[src/rtl/mem_arb_pkg.sv]
// Shared definitions for the fetch/data memory arbiter.
//   arb_state_t : arbiter FSM states (IDLE, BUSY_IF, BUSY_D)
//   ADDR_W      : byte address width
//   DATA_W      : memory / data-port word width
//   INSN_W      : instruction width returned to the fetch port
//   STRB_W      : byte-enable width (one bit per data byte)
package mem_arb_pkg;

    localparam int ADDR_W = 64;
    localparam int DATA_W = 64;
    localparam int INSN_W = 32;
    localparam int STRB_W = 8;

    typedef enum logic [1:0] {
        IDLE    = 2'd0,
        BUSY_IF = 2'd1,
        BUSY_D  = 2'd2
    } arb_state_t;

endpackage

[src/rtl/mem_arbiter.sv]
// Two-requester memory arbiter: an instruction-fetch port and a data port
// share one memory port. The data port normally wins. A fetch that keeps
// losing is forced through after MAX_STARVE consecutive data grants.
//
// Ports
//   clk, rst                     clock, synchronous active-high reset
//   if_req/if_addr               fetch request and byte address
//   if_rdata/if_valid            selected 32-bit instruction, completion pulse
//   d_req/d_we/d_addr/d_wdata/d_wstrb   data request (write when d_we=1)
//   d_rdata/d_valid              read data, completion pulse
//   mem_req/mem_we/mem_addr/mem_wdata/mem_wstrb  memory request, held
//   mem_ready/mem_rdata          memory transfer done, read data
//   stall_if/stall_mem           pipeline holds (combinational)
//   dbg_state/dbg_starve_cnt     FSM state and starvation counter
//
// Handshakes: a requester raises *_req with its fields and holds them until
// its *_valid pulse; *_valid is high for exactly one cycle, the cycle after
// the memory finished. Toward memory, mem_req and its fields are held stable
// from the cycle after the grant until the cycle mem_ready is sampled high;
// mem_ready is only meaningful while mem_req is high.
module mem_arbiter
    import mem_arb_pkg::*;
#(
    parameter int  MAX_STARVE = 4,
    localparam int CNT_W      = $clog2(MAX_STARVE + 1)
) (
    input  logic              clk,
    input  logic              rst,

    input  logic              if_req,
    input  logic [ADDR_W-1:0] if_addr,
    output logic [INSN_W-1:0] if_rdata,
    output logic              if_valid,

    input  logic              d_req,
    input  logic              d_we,
    input  logic [ADDR_W-1:0] d_addr,
    input  logic [DATA_W-1:0] d_wdata,
    input  logic [STRB_W-1:0] d_wstrb,
    output logic [DATA_W-1:0] d_rdata,
    output logic              d_valid,

    output logic              mem_req,
    output logic              mem_we,
    output logic [ADDR_W-1:0] mem_addr,
    output logic [DATA_W-1:0] mem_wdata,
    output logic [STRB_W-1:0] mem_wstrb,
    input  logic              mem_ready,
    input  logic [DATA_W-1:0] mem_rdata,

    output logic              stall_if,
    output logic              stall_mem,

    output logic [1:0]        dbg_state,
    output logic [CNT_W-1:0]  dbg_starve_cnt
);

    arb_state_t       state;
    logic [CNT_W-1:0] starve_cnt;
    logic             starve_hit;
    logic             pick_d;
    logic             pick_if;

    // Data wins unless the fetch side has already waited out its allowance.
    always_comb begin
        starve_hit = (starve_cnt == CNT_W'(MAX_STARVE));
        pick_d     = d_req && !(starve_hit && if_req);
        pick_if    = if_req && !pick_d;
    end

    always_ff @(posedge clk) begin
        if (rst) begin
            // Any transfer in flight is dropped; no completion is reported.
            state      <= IDLE;
            starve_cnt <= '0;
            mem_req    <= 1'b0;
            mem_we     <= 1'b0;
            mem_addr   <= '0;
            mem_wdata  <= '0;
            mem_wstrb  <= '0;
            if_valid   <= 1'b0;
            d_valid    <= 1'b0;
            if_rdata   <= '0;
            d_rdata    <= '0;
        end else begin
            if_valid <= 1'b0;
            d_valid  <= 1'b0;
            case (state)
                IDLE: begin
                    if (pick_d) begin
                        state     <= BUSY_D;
                        mem_req   <= 1'b1;
                        mem_we    <= d_we;
                        mem_addr  <= d_addr;
                        mem_wdata <= d_wdata;
                        mem_wstrb <= d_wstrb;
                        // Only a grant that passes over a waiting fetch counts.
                        if (!if_req)
                            starve_cnt <= '0;
                        else if (!starve_hit)
                            starve_cnt <= starve_cnt + CNT_W'(1);
                    end else if (pick_if) begin
                        state      <= BUSY_IF;
                        mem_req    <= 1'b1;
                        mem_we     <= 1'b0;
                        mem_addr   <= if_addr;
                        mem_wdata  <= '0;
                        mem_wstrb  <= '0;
                        starve_cnt <= '0;
                    end else begin
                        // Reaching here means if_req is low.
                        starve_cnt <= '0;
                    end
                end
                BUSY_IF: begin
                    if (mem_ready) begin
                        state    <= IDLE;
                        mem_req  <= 1'b0;
                        if_valid <= 1'b1;
                        // Address bit 2 picks the 32-bit half of the 64-bit word.
                        if_rdata <= mem_addr[2] ? mem_rdata[63:32] : mem_rdata[31:0];
                    end
                end
                BUSY_D: begin
                    if (mem_ready) begin
                        state   <= IDLE;
                        mem_req <= 1'b0;
                        d_valid <= 1'b1;
                        if (!mem_we)
                            d_rdata <= mem_rdata;
                    end
                end
                default: begin
                    state   <= IDLE;
                    mem_req <= 1'b0;
                end
            endcase
        end
    end

    assign stall_if       = if_req & ~if_valid;
    assign stall_mem      = d_req & ~d_valid;
    assign dbg_state      = state;
    assign dbg_starve_cnt = starve_cnt;

endmodule

[config.mk]
export PLATFORM = sky130hd
export DESIGN_NAME = mem_arbiter
export DESIGN_NICKNAME = d
export VERILOG_FILES = /design/src/rtl/mem_arb_pkg.sv /design/src/rtl/mem_arbiter.sv
export SDC_FILE = /design/constraint.sdc
export NUM_CORES = 1
export LEC_CHECK = 0
export CAP_MARGIN = 10
export CORE_AREA = 3 3 199 201
export CTS_BUF_LIST = sky130_fd_sc_hd__clkbuf_2 sky130_fd_sc_hd__clkbuf_4 sky130_fd_sc_hd__clkbuf_8
export DETAILED_ROUTE_END_ITERATION = 8
export DIE_AREA = 0 0 202 204
export PLACE_DENSITY_LB_ADDON = 0.3
export SLEW_MARGIN = 20
export SYNTH_ARGS = -nofsm -noshare
export SYNTH_HDL_FRONTEND = slang
export SYNTH_SLANG_ARGS = --single-unit
[constraint.sdc]
create_clock -name clk -period 1.5 [get_ports clk]
set_clock_uncertainty 0.1 [all_clocks]
set_input_delay 0.225 -clock clk [delete_from_list [all_inputs] [get_ports clk]]
set_output_delay 0.225 -clock clk [all_outputs]
set_load 0.005 [all_outputs]
==> flow_summary.toml <==
[yosys]
ys.warnings.count = 0
synth-main-ff-cell = "dfxtp_1"
synth-edff-count = 0
yosysTopAreaCell = "dfxtp_1"
synth_nets = 1454
synth_area_leaders = "dfxtp_1 (49%), nand2_1 (7.8%), a21oi_1 (7.3%), a311oi_1 (5.7%), nand4_1 (4.8%)"
synth_top_area_frac = 0.494
synth_cell_type_count = 35
ys_seq_area_frac = 0.494
ys_ff_latch = 241
syn_avg_cell_area_um2 = 8.29
syn-instance-count = 1179
async_flop_share = 0
syn_area_um2 = 9780

[cells_and_area]
layout-drive-gt1-share = 0.395
final_common_cell = "clkdlybuf4s50_1"
syn2layout_area_growth_pct = 88.5
nets = 2018
utilization = 0.488
final_cell_mix = "clkdlybuf4s50_1 (266), nand2_1 (167), dfxtp_2 (140)"

[critical_path]
end_kind = "register"
slowest_delay_ns = 0.38
crit_family = "buffers and inverters"
crit_chain = "inv_4 -> ha_4 -> o21a_4 -> buf_8 -> clkbuf_16 -> buf_6 -> a311oi_2"
cp-start-kind = "register"
required_ns = 1.90
critical_path.max_fanout = 5
cp_num_buf_inv = 4
cp.arrival_ns = 2.02
cpMaxStageDelayCell = "dfxtp_4"
worstSetupPathType = "reg -> reg"

[clock_tree]
clk_path_buf_depth = 3
cts_root_buffer = "clkbuf_8"
htree_levels = 2
cts_tree = "done"
clock_latency_ns = 0.60
clk_transition_reported_paths_ns = 0.06
cts.sinks = 241
cts_made_buffers = 45

[global_route]
gr-total-overflow = 0
track_usage = 0.202
grt_max_degree = 73
first_global_vias = 11000
grt_pass1_wl_um = 65600
grt_antenna_before_repair = 1

[sta]
fmax_mhz = 618
fin_ws_ns = -0.118
period_minus_slack_ns = 1.62
tightest_slew_ns = 0.412
drv_slew = 0
setup_viol = 162
hold_viol_final = 0
rsz0062_at_grt = "true"
worst_hold_slack_ns = 0.0712
slew_headroom = 0.725
post-route-period-util = 1.08

[placement]
numPortBuffers = 512
dp_hpwl_um = 29800
gp_congestion = 0.816

[detailed_routing]
vias = 11400
routed_via_density = 5.01
drt.antenna.violating_nets = 0
drt_iter0_markers = 538
drc = 0
first_pass_iters = 5
drt-total-wl_um = 48300
detail_route.wl_per_cell_um = 21.2

[die]
core_area_um2 = 37800
die_w_um = 202
dieHeight_um = 204
initial_core_util = 0.259
die_area_um2 = 41200
row_count = 71
io_pins = 513

[outcome]
outcome = "complete, but fails checks"
violations = "negative setup slack"

[power]
p_leak_nw = 7.23
powerDensity_nw_per_um2 = 1030
vdd_drop_max_mv = 0.774

[worst_hold_path]
hp-class = "in -> reg"

[run]
max_cap_viol_count = 0
-- cells by family (layout without fill, tap and decap cells) --
family | count (synthesis) | in the layout | share of synthesized area
multiplexers | 32 | 32 | 0.0328
AND/OR/NAND/NOR | 457 | 458 | 0.209
buffers and inverters | 134 | 723 | 0.0658
AO/OA/AOI/OAI | 310 | 311 | 0.193
adder cells (fa/ha/maj) | 5 | 5 | 0.00640
other | 0 | 1 | 0
flip-flops | 241 | 241 | 0.494
-- worst paths after layout --
path / start / slack, ns / cells after the start / endpoint
setup / recovery: dbg_state[1] / -0.12 / 7 / mem_addr[8]
hold / removal: d_req / 0.07 / 4 / mem_addr[58]
setup reg to reg: dbg_state[1] / -0.12 / 7 / mem_addr[8]
hold reg to reg: d_rdata[61] / 0.35 / 2 / d_rdata[61]
-- worst min-delay path, cell delays in order --
cell	delay (ns)
buf_4	0.17
buf_4	0.18
nand3_4	0.06
a311oi_2	0.09
-- per-stage QoR --
step | setup slack, ns | cell area (um2) | setup TNS (ns) | total power [mW] | cells
after floorplan | -0.00769 | 9800 | -0.386 | 8.79 | 1179
after global placement | -0.398 | 15800 | -58.28 | 11.2 | 2142
after detailed placement | -0.420 | 15800 | -62.97 | 11.3 | 2142
after CTS | -0.0926 | 17100 | -6.27 | 18.5 | 2248
after global routing | -0.142 | 18400 | -19.51 | 19.9 | 2282
final | -0.118 | 18400 | -4.78 | 19.0 | 2282
-- where the power goes --
part           internal [mW]  total (mW)  switching [mW]
registers               6.97        7.28           0.310
logic                   2.58        4.84            2.26
clock network           3.99        6.87            2.88
total                   13.5        19.0            5.44
-- metal layers --
metal	share of wire	vias to the layer above	track usage	routed length [um]
met1	0.40	5473	0.236	19200
li1	-	5346	-	-
met2	0.49	517	0.343	23500
met4	0.034	0	0.0758	1660
met5	0	-	0	0
met3	0.083	97	0.0691	4000
-- state kept, by name, summed over array words and instances (netlist names) --
signal          cells
if_rdata           32
mem_wstrb           8
d_rdata            64
d_valid             1
mem_req             1
dbg_state           2
if_valid            1
mem_we              1
mem_wdata          64
mem_addr           64
dbg_starve_cnt      3
-- cells in the mapped netlist (32+ instances only) --
cell      count
o21ai_0      55
nand4_1      75
dfxtp_1     241
clkbuf_1     64
a211oi_1     32
nor2_1       99
nand2_1     204
mux2i_1      32
a311oi_1     64
nand3_1      65
a21oi_1     142
buf_2        39
-- final cells by class --
| cell class | instances | area [um2] |
|---|---|---|
| fill | 3567 | 19300 |
| multi-input combinational | 806 | 5090 |
| inverter | 6 | 25.0 |
| timing repair buffer | 643 | 6710 |
| clock buffer | 68 | 867 |
| clock inverter | 6 | 82.6 |
| sequential | 241 | 5010 |
| antenna | 1 | 2.50 |
| tap | 511 | 639 |
-- what timing repair did --
item | CTS | global route
resized for setup | 974 | 223
pin swaps | 44 | 114
cloned | 12 | 27
hold buffers | 1 | 0
setup endpoints to repair | 465 | 325
setup buffers | 19 | 9
endpoints found under the hold margin | 14 | 0
Note: power is estimated with default switching activity, not from simulation.
